$ cat src/rtl/alu32_req_sched.sv
// Round-robin scheduler sharing one registered-latency ALU32 between two valid/ready requesters.
// Divide-by-zero requests are answered locally and never reach the ALU operand registers.
module alu32_req_sched #(
    parameter int WIDTH   = 32,
    parameter int ALU_LAT = 1,
    parameter int TAG_W   = 4
) (
    input  logic             clk,
    input  logic             rst,
    input  logic             req0_valid,
    output logic             req0_ready,
    input  logic [WIDTH-1:0] req0_a,
    input  logic [WIDTH-1:0] req0_b,
    input  logic [3:0]       req0_func,
    input  logic [TAG_W-1:0] req0_tag,
    input  logic             req1_valid,
    output logic             req1_ready,
    input  logic [WIDTH-1:0] req1_a,
    input  logic [WIDTH-1:0] req1_b,
    input  logic [3:0]       req1_func,
    input  logic [TAG_W-1:0] req1_tag,
    output logic             rsp0_valid,
    input  logic             rsp0_ready,
    output logic             rsp1_valid,
    input  logic             rsp1_ready,
    output logic [WIDTH-1:0] rsp_data,
    output logic             rsp_carry,
    output logic             rsp_err,
    output logic [TAG_W-1:0] rsp_tag,
    output logic [WIDTH-1:0] alu_a,
    output logic [WIDTH-1:0] alu_b,
    output logic [3:0]       alu_func,
    input  logic [WIDTH-1:0] alu_out,
    input  logic             alu_carry,
    output logic             busy
);

    localparam int         CNT_W    = 4;
    localparam logic [3:0] FUNC_DIV = 4'b0011;

    typedef enum logic [1:0] {
        S_IDLE  = 2'd0,
        S_ISSUE = 2'd1,
        S_WAIT  = 2'd2,
        S_RESP  = 2'd3
    } state_t;

    state_t           r_state;
    state_t           w_next_state;

    logic             r_ptr;
    logic             r_owner;
    logic [TAG_W-1:0] r_tag;
    logic [CNT_W-1:0] r_cnt;
    logic [WIDTH-1:0] r_alu_a;
    logic [WIDTH-1:0] r_alu_b;
    logic [3:0]       r_alu_func;
    logic [WIDTH-1:0] r_rsp_data;
    logic             r_rsp_carry;
    logic             r_rsp_err;
    logic [TAG_W-1:0] r_rsp_tag;

    logic             w_any;
    logic             w_grant;
    logic             w_accept;
    logic             w_div0;
    logic             w_cnt_done;
    logic             w_rsp_ack;
    logic [WIDTH-1:0] w_sel_a;
    logic [WIDTH-1:0] w_sel_b;
    logic [3:0]       w_sel_func;
    logic [TAG_W-1:0] w_sel_tag;

    // Pointer side wins when valid; otherwise the other side, so a waiting requester never starves.
    always_comb begin
        // NOTE: every combinational output gets a default first so no path can infer a latch.
        w_any   = 1'b0;
        w_grant = r_ptr;
        if (r_ptr ? req1_valid : req0_valid) begin
            w_any   = 1'b1;
            w_grant = r_ptr;
        end else if (r_ptr ? req0_valid : req1_valid) begin
            w_any   = 1'b1;
            w_grant = ~r_ptr;
        end
    end

    always_comb begin
        w_sel_a    = w_grant ? req1_a    : req0_a;
        w_sel_b    = w_grant ? req1_b    : req0_b;
        w_sel_func = w_grant ? req1_func : req0_func;
        w_sel_tag  = w_grant ? req1_tag  : req0_tag;
    end

    assign w_accept   = (r_state == S_IDLE) && w_any && !rst;
    assign w_div0     = (w_sel_func == FUNC_DIV) && (w_sel_b == '0);
    assign w_cnt_done = (r_cnt == CNT_W'(ALU_LAT));
    assign w_rsp_ack  = r_owner ? rsp1_ready : rsp0_ready;

    always_ff @(posedge clk) begin
        // NOTE: all clocked state uses non-blocking assignments so every register samples pre-edge values.
        if (rst) begin
            r_state <= S_IDLE;
        end else begin
            r_state <= w_next_state;
        end
    end

    always_comb begin
        w_next_state = r_state;
        req0_ready   = 1'b0;
        req1_ready   = 1'b0;
        rsp0_valid   = 1'b0;
        rsp1_valid   = 1'b0;
        busy         = (r_state != S_IDLE);
        case (r_state)
            S_IDLE: begin
                req0_ready = w_accept && !w_grant;
                req1_ready = w_accept &&  w_grant;
                if (w_accept) begin
                    w_next_state = w_div0 ? S_RESP : S_ISSUE;
                end
            end
            S_ISSUE: begin
                w_next_state = S_WAIT;
            end
            S_WAIT: begin
                if (w_cnt_done) begin
                    w_next_state = S_RESP;
                end
            end
            S_RESP: begin
                rsp0_valid = !r_owner;
                rsp1_valid =  r_owner;
                if (w_rsp_ack) begin
                    w_next_state = S_IDLE;
                end
            end
            default: begin
                w_next_state = S_IDLE;
            end
        endcase
    end

    // Operand registers only move on a non-div0 accept, so a forced response leaves the ALU untouched.
    always_ff @(posedge clk) begin
        if (rst) begin
            r_ptr       <= 1'b0;
            r_owner     <= 1'b0;
            r_tag       <= '0;
            r_cnt       <= '0;
            r_alu_a     <= '0;
            r_alu_b     <= '0;
            r_alu_func  <= '0;
            r_rsp_data  <= '0;
            r_rsp_carry <= 1'b0;
            r_rsp_err   <= 1'b0;
            r_rsp_tag   <= '0;
        end else begin
            case (r_state)
                S_IDLE: begin
                    if (w_accept) begin
                        r_owner <= w_grant;
                        r_ptr   <= ~w_grant;
                        r_tag   <= w_sel_tag;
                        if (w_div0) begin
                            r_rsp_data  <= '1;
                            r_rsp_carry <= 1'b0;
                            r_rsp_err   <= 1'b1;
                            r_rsp_tag   <= w_sel_tag;
                        end else begin
                            r_alu_a    <= w_sel_a;
                            r_alu_b    <= w_sel_b;
                            r_alu_func <= w_sel_func;
                        end
                    end
                end
                S_ISSUE: begin
                    r_cnt <= CNT_W'(1);
                end
                S_WAIT: begin
                    r_cnt <= r_cnt + CNT_W'(1);
                    if (w_cnt_done) begin
                        r_rsp_data  <= alu_out;
                        r_rsp_carry <= alu_carry;
                        r_rsp_err   <= 1'b0;
                        r_rsp_tag   <= r_tag;
                    end
                end
                default: begin
                end
            endcase
        end
    end

    assign alu_a     = r_alu_a;
    assign alu_b     = r_alu_b;
    assign alu_func  = r_alu_func;
    assign rsp_data  = r_rsp_data;
    assign rsp_carry = r_rsp_carry;
    assign rsp_err   = r_rsp_err;
    assign rsp_tag   = r_rsp_tag;

endmodule

$ cat config.mk
export PLATFORM = sky130hd
export DESIGN_NAME = alu32_req_sched
export DESIGN_NICKNAME = d
export VERILOG_FILES = /design/src/rtl/alu32_req_sched.sv
export SDC_FILE = /design/constraint.sdc
export NUM_CORES = 1
export LEC_CHECK = 0
export CORE_ASPECT_RATIO = 0.7
export CORE_MARGIN = 2
export CORE_UTILIZATION = 35
export DETAILED_ROUTE_END_ITERATION = 8
export GPL_ROUTABILITY_DRIVEN = 1
export PLACE_DENSITY = 0.71
export REMOVE_ABC_BUFFERS = 1
export SLEW_MARGIN = 20
export SYNTH_ARGS = -nofsm -noshare
export SYNTH_HDL_FRONTEND = slang
export SYNTH_SLANG_ARGS = --single-unit
$ cat constraint.sdc
create_clock -name clk -period 2.65 [get_ports clk]
set_input_delay 0.53 -clock clk [delete_from_list [all_inputs] [get_ports clk]]
set_output_delay 0.53 -clock clk [all_outputs]
set_load 0.02 [all_outputs]
After elaboration in Yosys (flattened, before gate mapping)
Index checks and enable logic that the tools add are counted.
Cells by class
  equal/unequal tests: 9
  multipliers: 0
  divide/modulo/power cells: 0
  mux-type cells: 37
  bitwise logic cells: 3
  shifts and indexed selects: 0
  add/subtract/negate cells: 1
  reductions and logical operators: 17
  order comparisons: 0
Operators with widths (count)
  32-bit 2-to-1 mux: 5
  32-bit case mux with 2 select lines: 1
  32-bit zero test: 1
  4-bit 2-to-1 mux: 5
  1-bit 2-to-1 mux: 17
  4-bit case mux with 2 select lines: 2
  2-bit 2-to-1 mux: 4
  2-bit inequality test, second input constant: 4
  2-bit case mux with 4 select lines: 1
  3-bit AND reduction: 2
  2-bit nonzero test: 3
  1-bit logical AND: 5
  4-bit by 1-bit adder with 4-bit output, second input constant: 1
  2-bit equality test, second input constant: 2
  4-bit by 1-bit equality test with 1-bit output, second input constant: 1
  4-bit by 2-bit equality test with 1-bit output, second input constant: 1
  1-bit case mux with 2 select lines: 2
  4-bit AND reduction: 1
  1-bit zero test: 3
  1-bit inverter: 3
  2-bit by 1-bit equality test with 1-bit output, second input constant: 1
  2-bit zero test: 1
  2-bit AND reduction: 1
Storage, ports and cells
  flip-flop bits (word level): 118
  latch bits: 0
  memories kept: 0
  bits in writable memories: 0
  memory bits (read-only): 0

Logic depth before layout (Yosys ltp)
Gate-level depths: netlist of the first run.
  word-level depth: 9
  gate-level depth with buffers: 12
  depth with buffers taken out: 9

Worst setup path before layout of the first run
Ideal clock, no wire load.
  path type: input-to-reg
  start: input req1_valid
  end: register r_rsp_data[12] (netlist: rsp_data[12])
  arrival: 2270 ps
  setup time: 157 ps
  buffers on the path: 3
  data required time: 2493 ps
  setup slack: 223 ps
  stages: 10
  path through: buf_4 > nor2b_4 > buf_6 > a211o_1 > a211oi_1 > and4_1 > nand3_1 > nand2_2 > buf_4 > a311oi_2
On the way
  cells in the longest elaborated chain, start to end: 8
  elaborated cells between the ends (all ways): 16
  those cells by class: eq/ne: 3; mux: 8; reduce/logical: 5
RTL lines
  from (decl): RTL line 16  | input logic req1_valid,
  1-bit 2-to-1 mux (2 in series): RTL line 82  | end else if (r_ptr ? req0_valid : req1_valid) begin
  1-bit 2-to-1 mux: RTL line 79  | if (r_ptr ? req1_valid : req0_valid) begin
  32-bit 2-to-1 mux / 4-bit 2-to-1 mux (equally long branches): RTL line 90, 91
  32-bit zero test / 4-bit by 2-bit equality test with 1-bit output (equally long branches): RTL line 96  | assign w_div0 = (w_sel_func == FUNC_DIV) && (w_sel_b == '0);
  1-bit logical AND: RTL line 96
  2-bit inequality test (no source line)
  4-bit AND reduction (no source line) *
  to (signal assigned): RTL line 184  | r_rsp_data <= alu_out;
  to (decl): RTL line 58  | logic [WIDTH-1:0] r_rsp_data;
Mark *: on every way between the ends. The rest lies on a longest branch, timed or not.
A chain may end at the register's enable or synchronous reset.

Final worst setup path of the first run
  start: input req0_b[1]
  end: register r_rsp_data[16] (netlist: rsp_data[16])
On the way
  cells in the longest elaborated chain, start to end: 5
RTL lines
  from (decl): RTL line 13  | input logic [WIDTH-1:0] req0_b,
  32-bit 2-to-1 mux: RTL line 90  | w_sel_b = w_grant ? req1_b : req0_b;
  32-bit zero test: RTL line 96
  1-bit logical AND: RTL line 96
  2-bit inequality test (no source line)
  4-bit AND reduction (no source line)
Every way passes these cells.

==> reports/qor.yml, run 1 <==
finalPower_mw: 8.804
ys_types: 43
port_buffers: 293
cts_tree: "done"
fmax_mhz: 383.6
clkTransAtPathRegs_ps: 60
setup_violations: 0
grt_max_degree: 77
cp_slowest_cell: "or4_4"
wire_per_inst_um: 16.98
final_cell_mix: "287 x clkdlybuf4s50_1, 120 x nand2_1, 118 x dfxtp_1"
antenna_found_initial: 0
cp.required_ps: 2970
grt_pass1_wl_um: 33260
core_area_um2: 16350
root_buffer: "clkbuf_16"
crit_family: "simple AND/OR/NAND/NOR gates"
layout_commonest_cell: "clkdlybuf4s50_1"
final_cells: 1257
initial_core_util: 0.3589
ctsLongestPathBuffers: 2
placed_cell_area_um2: 9397
worst_slew_pin_slew_ps: 1058
min_period_ps: 2607
fillers: 1387
cp-start-kind: "input pin"
grt_pass1_vias: 6154
area_growth_pct: 74.83
synth_edf_count: 0
drv_cap: 0
drt-pass1-iter-count: 4
drc_errors: 0
ctsHtreeMaxLevel: 4
syn-cell-area_um2: 5867
slew_headroom: 0.2949
ioPinCount: 294
fin_tns_setup_ps: 0
crit_fanout: 17
endpoint_kind: "flip-flop"
path_class: "input pin to flip-flop"
status: "complete, no violations"
num-nets-final: 1207
skew_ps: 13.48
clock_latency_ps: 420
synth-async-reset-ratio: 0
dieArea_um2: 17830
dp_slack_ps: -601.8
clock-sinks: 118
drtIter0Drc: 370
gp_congestion: 0.9060
power.leakage_nw: 4.150
cts_buffers: 17
layout_setup_ws_ps: 42.94
ir_drop_mv: 0.3780
drive_above_1_share: 0.1618
synth.avg_cell_area_um2: 8.552
max_stage_delay_ps: 560
num_rows: 39
grt-ovfl-total: 0
slew_violations: 0
dp.cells: 1214
final-hold-violation-count: 0
grt_usage: 0.2348
path_cells: "clkdlybuf4s50_1 -> or4_4 -> nor4_4 -> buf_4 -> o2111a_1 -> and3_4 -> clkbuf_16 -> nor3_1 -> a311oi_2"
fin_area_um2: 10260
worstHoldPathType: "input pin to flip-flop"
via_per_inst: 4.945
place.detailed.hpwl_um: 15280
synthCells: 686
num_antenna_cells: 0
arrival_ps: 2930
wl_um: 21350
synth_seq_area_share: 0.4026
critPathBufInv: 3
final_util: 0.6275
ys.warnings.count: 0
dieWidth_um: 158.7
vias: 6216
yosys_register_bits: 118
finalCritPeriodShare: 0.9838
die_y_um: 112.3
hold_buffers: 0
power.density_nw_per_um2: 858.3
fin_hold_ws_ps: 356.5
ys.flop_type: "dfxtp_1"
postRouteAntennaNets: 0
==> layer usage <==
metal  vias up  track usage  wire length, um
li1       3106            -                -
met1      2883       0.2916             9369
met2       213       0.3863            10050
met3        14      0.08647             1738
met4         0      0.06361              184
met5         -            0                0
==> report_power, final <==
group / switching [mW] / total [mW] / internal [mW]
Clock: 0.942 / 2.28 / 1.34
Sequential: 0.255 / 2.49 / 2.23
Combinational: 2.10 / 4.04 / 1.94
Total: 3.30 / 8.80 / 5.51
==> synth_stat cells, drive strengths merged, types with 2 or more instances <==
cell type,number,area [um^2]
nand2b,4,25.02
nor3b,17,127.6
a22oi,3,22.52
a211o,8,70.07
nand3,4,20.02
dfxtp,118,2362
nor4b,2,17.52
and4,6,52.55
nor4,6,37.54
or4,2,15.01
nor2b,2,20.02
nor2,44,165.2
o21ai,32,160.2
a31o,12,105.1
nand4,3,18.77
clkbuf,30,112.6
a211oi,37,277.8
and2,3,18.77
a31oi,10,62.56
inv,48,180.2
nor3,38,190.2
mux2i,49,490.5
a311oi,33,457.9
buf,28,201.5
a21oi,10,50.05
nand2,121,456.7
a21o,3,22.52
ha,5,62.56
==> logic make-up after synthesis <==
kind of cell	after synthesis	share of synthesized area
buf+inv	107	0.08488
compound gates	154	0.2186
fa+ha+maj	5	0.01066
flops	118	0.4026
mux	49	0.08360
simple gates	253	0.1996
==> path summary, 6_finish.rpt <==
check | slack, ps | start | cells after the start | end
setup / recovery | 40 | req0_b[1] | 9 | rsp_data[16]$_SDFFE_PP0P_
hold reg to reg | 450 | alu_func[0]$_SDFFE_PP0P_ | 2 | alu_func[0]$_SDFFE_PP0P_
hold / removal | 360 | rst | 2 | alu_func[1]$_SDFFE_PP0P_
setup reg to reg | 280 | r_ptr$_SDFFE_PP0P_ | 10 | alu_b[19]$_SDFFE_PP0P_
==> sequential cells by signal (all words and copies together), names as in the netlist <==
register,cells
alu_a,32
alu_b,32
rsp_data,32
alu_func,4
r_cnt,4
r_tag,4
rsp_tag,4
r_state,2
r_owner,1
r_ptr,1
rsp_carry,1
rsp_err,1
==> worst register-to-register path, cell delays in order, from the launching register on <==
cell and delay [ps]:
dfxtp_1 300, buf_4 200, a21oi_4 200, buf_12 170, mux2i_2 260, and4_4 270
buf_4 130, a31oi_4 80, buf_12 150, bufbuf_16 300, a31o_1 230
==> final cells by class <==
cell class,count,area [um^2],share of cell area
clock buffers,18,439.2,0.04282
clock inverters,14,140.1,0.01366
inverters,49,183.9,0.01793
multi-input cells,461,3184,0.3104
flip-flops and latches,118,2362,0.2303
well taps,225,281.5,0.02745
repair buffers,372,3666,0.3574
==> what timing repair did <==
item,CTS,global route
pin swaps,4,9
buffers inserted,7,2
gates resized for setup,21,18
gates cloned,1,1
endpoints found under the setup margin,94,62
No activity file was read; power rests on OpenSTA's default activity.
==> inputs of run 2 (changes only) <==
- CTS_BUF_LIST: not set -> sky130_fd_sc_hd__clkbuf_16
==> reports/qor.yml, run 2 (same netlist as run 1, synthesis figures left out) <==
drive_above_1_share: 0.1609  # was 0.1618
grt-ovfl-total: 0  # unchanged
area_growth_pct: 74.66  # was 74.83%
cp.required_ps: 2970  # about the same
gp_congestion: 0.9060  # unchanged
grt_usage: 0.2348  # unchanged
worstHoldPathType: "input pin to flip-flop"  # unchanged
path_cells: "clkdlybuf4s50_1 -> or4_4 -> nor4_4 -> buf_4 -> o2111a_1 -> and3_4 -> clkbuf_16 -> nor3_1 -> a311oi_2"  # unchanged
cts_tree: "done"  # unchanged
num-nets-final: 1207  # unchanged
status: "complete, no violations"  # unchanged
wl_met2_um: 9989  # was 10,050 um
final_cell_mix: "287 x clkdlybuf4s50_1, 120 x nand2_1, 118 x dfxtp_1"  # unchanged
num_antenna_cells: 0  # unchanged
worst_slew_pin_slew_ps: 1036  # was 1058 ps
clock-sinks: 118  # unchanged
root_buffer: "clkbuf_16"  # unchanged
clkTransAtPathRegs_ps: 60  # about the same
ctsLongestPathBuffers: 2  # unchanged
drv_cap: 0  # unchanged
cp_slowest_cell: "or4_4"  # unchanged
finalCritPeriodShare: 0.9841  # was 0.9838
routed.top_layer: "met4"  # unchanged
dieArea_um2: 17830  # unchanged
grt_pass1_wl_um: 33260  # unchanged
ioPinCount: 294  # unchanged
ir_drop_mv: 0.3783  # was 0.3780 mV
placed_cell_area_um2: 9397  # unchanged
dieWidth_um: 158.7  # unchanged
path_class: "input pin to flip-flop"  # unchanged
drc_errors: 0  # unchanged
clock_latency_ps: 420  # about the same
place.detailed.hpwl_um: 15280  # unchanged
die_y_um: 112.3  # unchanged
final-hold-violation-count: 0  # unchanged
fin_hold_ws_ps: 356.7  # was 356.5 ps
power.density_nw_per_um2: 855.9  # was 858.3 nW/um^2
initial_core_util: 0.3589  # unchanged
via_per_inst: 4.950  # was 4.945
wl_um: 21370  # was 21,350 um
slew_headroom: 0.3095  # was 0.2949
drt-pass1-iter-count: 5  # was 4
detail_route.wirelength.met1_um: 9328  # was 9369 um
port_buffers: 293  # unchanged
fin_area_um2: 10250  # was 10,260 um^2
dp.cells: 1214  # unchanged
setup_violations: 0  # unchanged
grt_pass1_vias: 6154  # unchanged
wire_per_inst_um: 17.00  # was 16.98 um
layout_setup_ws_ps: 42.16  # was 42.94 ps
postRouteAntennaNets: 0  # unchanged
power.leakage_nw: 4.145  # was 4.150 nW
slew_violations: 0  # unchanged
wl_met3_um: 1865  # was 1738 um
arrival_ps: 2930  # about the same
vias: 6222  # was 6,216
drtIter0Drc: 382  # was 370
antenna_found_initial: 0  # unchanged
final_cells: 1257  # unchanged
grt_max_degree: 77  # unchanged
num_rows: 39  # unchanged
cp-start-kind: "input pin"  # unchanged
max_stage_delay_ps: 560  # about the same
skew_ps: 14.09  # was 13.48 ps
core_area_um2: 16350  # unchanged
layout_commonest_cell: "clkdlybuf4s50_1"  # unchanged
min_period_ps: 2608  # was 2607 ps
cts_buffers: 17  # unchanged
dp_slack_ps: -601.8  # unchanged
crit_fanout: 17  # unchanged
fmax_mhz: 383.5  # was 383.6 MHz
endpoint_kind: "flip-flop"  # unchanged
ctsHtreeMaxLevel: 4  # unchanged
[run 2: changes by cell type in the layout (fill, tap and decap cells not counted)]
cell | previous run | this run
clkbuf_8 | 1 | 0
clkinv_1 | 1 | 2
[run 2: worst max-delay path, delay by kind of cell]
family,cells,cell delay (ps)
AND/OR/NAND/NOR,4,1140
AO/OA/AOI/OAI,2,460
buffers and inverters,3,800
[run 2: path summary, 6_finish.rpt]
check	startpoint	to	slack, ps	cells past startpoint
max	req0_b[1]	rsp_data[16]$_SDFFE_PP0P_	40	9
min	rst	alu_func[1]$_SDFFE_PP0P_	360	2
max reg2reg	r_ptr$_SDFFE_PP0P_	alu_b[19]$_SDFFE_PP0P_	280	10
min reg2reg	alu_func[0]$_SDFFE_PP0P_	alu_func[0]$_SDFFE_PP0P_	450	2
[run 2: layout make-up]
type	instances	area (um^2)
Inverter	49	183.9
Sequential cell	118	2362
Fill cell	1389	6100
Timing Repair Buffer	372	3666
Clock buffer	17	425.4
Multi-Input combinational cell	461	3184
Clock inverter	15	143.9
Tap cell	225	281.5
[run 2: report_power, final]
| group | switching [mW] | internal [mW] |
|---|---|---|
| logic | 2.10 | 1.94 |
| clock network | 0.934 | 1.31 |
| registers | 0.255 | 2.23 |
[run 2: through the flow]
| step | power, mW | utilization | TNS, ps |
|---|---|---|---|
| 2_1_floorplan | 4.686 | - | -762350 |
| 3_3_place_gp | 6.372 | 0.5748 | -45510 |
| 3_5_place_dp | 6.420 | 0.5748 | -52340 |
| 4_1_cts | 8.794 | 0.6178 | 0 |
| 5_1_grt | 9.282 | 0.6269 | -337.9 |
| 6_report | 8.771 | 0.6269 | 0 |
[run 2: routing by layer]
metal / track usage / vias to the layer above
met5: 0 / -
met2: 0.3860 / 227
met4: 0.06361 / 0
met1: 0.2918 / 2873
li1: - / 3108
met3: 0.08647 / 14
[run 2: timing repair]
item                                    CTS  global route
hold buffers                              0             0
gates cloned                              1             1
endpoints found under the setup margin   94            61
resized for setup                        21            18
buffers inserted                          7             2
pin swaps                                 4             9
==> inputs of run 3 (changes only) <==
- ABC_CLOCK_PERIOD_IN_PS: not set -> 2650
- SETUP_SLACK_MARGIN: not set -> 0.2
==> reports/qor.yml, run 3 (same netlist as run 1, synthesis figures left out) <==
dieWidth_um: 158.7  # unchanged
fillers: 1360  # was 1,389
antenna_found_initial: 0  # unchanged
layout_commonest_cell: "clkdlybuf4s50_1"  # unchanged
num_rows: 39  # unchanged
min_period_ps: 2450  # was 2608 ps
cts_tree: "done"  # unchanged
clock-sinks: 118  # unchanged
final-hold-violation-count: 0  # unchanged
drive_above_1_share: 0.1728  # was 0.1609
multi_input_area_um2: 3247  # was 3184 um^2
path_cells: "clkdlybuf4s50_1 -> nor3_2 -> nand4_1 -> nor4_4 -> buf_4 -> o2111a_1 -> and3_4 -> clkbuf_16 -> nor3_1 -> a311oi_2"  # was clkdlybuf4s50_1 -> or4_4 -> nor4_4 -> buf_4 -> o2111a_1 -> and3_4 -> clkbuf_16 -> nor3_1 -> a311oi_2
grt_pass1_vias: 6168  # was 6,154
worst_slew_pin_slew_ps: 1026  # was 1036 ps
num_antenna_cells: 0  # unchanged
drv_cap: 0  # unchanged
finalCritPeriodShare: 0.9244  # was 0.9841
cp_slowest_cell: "clkdlybuf4s50_1"  # was or4_4
place.detailed.hpwl_um: 15280  # unchanged
drtIter0Drc: 538  # was 382
area_growth_pct: 78.18  # was 74.66%
clock_latency_ps: 420  # about the same
grt-ovfl-total: 0  # unchanged
setup_violations: 0  # unchanged
path_class: "input pin to flip-flop"  # unchanged
final_cell_mix: "254 x clkdlybuf4s50_1, 120 x nand2_1, 118 x dfxtp_1"  # was 287 x clkdlybuf4s50_1, 120 x nand2_1, 118 x dfxtp_1
ir_drop_mv: 0.3812  # was 0.3783 mV
ctsHtreeMaxLevel: 4  # unchanged
grt_usage: 0.2352  # was 0.2348
power.leakage_nw: 4.481  # was 4.145 nW
fmax_mhz: 408.2  # was 383.5 MHz
cp-start-kind: "input pin"  # unchanged
endpoint_kind: "flip-flop"  # unchanged
finalPower_mw: 8.819  # was 8.771 mW
port_buffers: 293  # unchanged
power.density_nw_per_um2: 843.6  # was 855.9 nW/um^2
rsz0062_at_grt: "yes"
ctsLongestPathBuffers: 2  # unchanged
ioPinCount: 294  # unchanged
slew_violations: 0  # unchanged
vias: 6405  # was 6,222
cts_buffers: 17  # unchanged
skew_ps: 10.48  # was 14.09 ps
arrival_ps: 2780  # was 2930 ps
die_y_um: 112.3  # unchanged
initial_core_util: 0.3589  # unchanged
wl_um: 21900  # was 21,370 um
core_area_um2: 16350  # unchanged
slew_headroom: 0.3162  # was 0.3095
status: "complete, no violations"  # unchanged
drc_errors: 0  # unchanged
gp_congestion: 0.9060  # unchanged
postRouteAntennaNets: 0  # unchanged
grt_pass1_wl_um: 33220  # was 33,260 um
fin_tns_setup_ps: 0  # unchanged
num-nets-final: 1211  # was 1,207
dieArea_um2: 17830  # unchanged
crit_fanout: 6  # was 17
via_per_inst: 5.079  # was 4.950
seq_area_um2: 2362  # unchanged
grt_max_degree: 77  # unchanged
root_buffer: "clkbuf_16"  # unchanged
hold_buffers: 0  # unchanged
cp.required_ps: 2980  # was 2970 ps
clkTransAtPathRegs_ps: 60  # about the same
worstHoldPathType: "input pin to flip-flop"  # unchanged
wire_per_inst_um: 17.37  # was 17.00 um
drt-pass1-iter-count: 5  # unchanged
max_stage_delay_ps: 470  # was 560 ps
[run 3: cell count changes in the layout (fill, tap and decap cells not counted), sizes merged]
cell,change
buf,+4
clkbuf,+4
clkdlybuf4s15,-1
clkdlybuf4s50,-33
dlymetal6s2s,+30
dlygate4sd2,+1
bufbuf,-1
[run 3: worst paths after layout]
| path | start | endpoint | slack [ps] | cells after the start |
|---|---|---|---|---|
| hold / removal | rst | alu_func[1]$_SDFFE_PP0P_ | 360 | 2 |
| hold reg to reg | alu_func[0]$_SDFFE_PP0P_ | alu_func[0]$_SDFFE_PP0P_ | 450 | 2 |
| setup reg to reg | r_ptr$_SDFFE_PP0P_ | rsp_data[9]$_SDFFE_PP0P_ | 310 | 10 |
| setup / recovery | req0_b[26] | rsp_data[9]$_SDFFE_PP0P_ | 200 | 10 |
[run 3: routing by layer]
metal	part of all wire	global-route usage	vias to the layer above
met5	0	0	-
met2	0.46	0.3884	260
met1	0.43	0.2904	3004
met3	0.091	0.08832	30
li1	-	-	3111
met4	0.016	0.06239	0
[run 3: what timing repair did]
item / in CTS / in global routing
pin swaps: 13 / 33
resized for setup: 33 / 59
endpoints found under the setup margin: 109 / 105
gates cloned: 1 / 5
buffers inserted: 8 / 1
[run 3: per-stage QoR]
| stage | worst slack, ps | util | hold slack (ps) | std cells | area (um^2) |
|---|---|---|---|---|---|
| 2_1_floorplan | -8761 | - | 424.9 | 628 | 5553 |
| 3_3_place_gp | -477.1 | 0.5748 | 434.1 | 1214 | 9397 |
| 3_5_place_dp | -601.8 | 0.5748 | 441.8 | 1214 | 9397 |
| 4_1_cts | 147.4 | 0.6209 | 338.5 | 1255 | 10150 |
| 5_1_grt | 109.8 | 0.6395 | 353.8 | 1261 | 10450 |
| 6_report | 200.2 | 0.6395 | 355.6 | 1261 | 10450 |
[run 3: area by class of cell]
type	count	share of cell area
repair buffers	376	0.3645
multi-input cells	461	0.3106
flip-flops and latches	118	0.2260
clock buffers	17	0.04069
well taps	225	0.02693
inverters	49	0.01759
clock inverters	15	0.01376
[run 3: power by group]
part	total [mW]	internal, mW	switching, mW
Sequential	2.49	2.23	0.257
Clock	2.24	1.31	0.935
Combinational	4.09	1.95	2.13
[run 3: critical path, delay by kind of cell]
kind / cells / cell delay, ps
and+or+nand+nor: 5 / 940
AOI/OAI and AO/OA: 2 / 490
buffers and inverters: 3 / 820
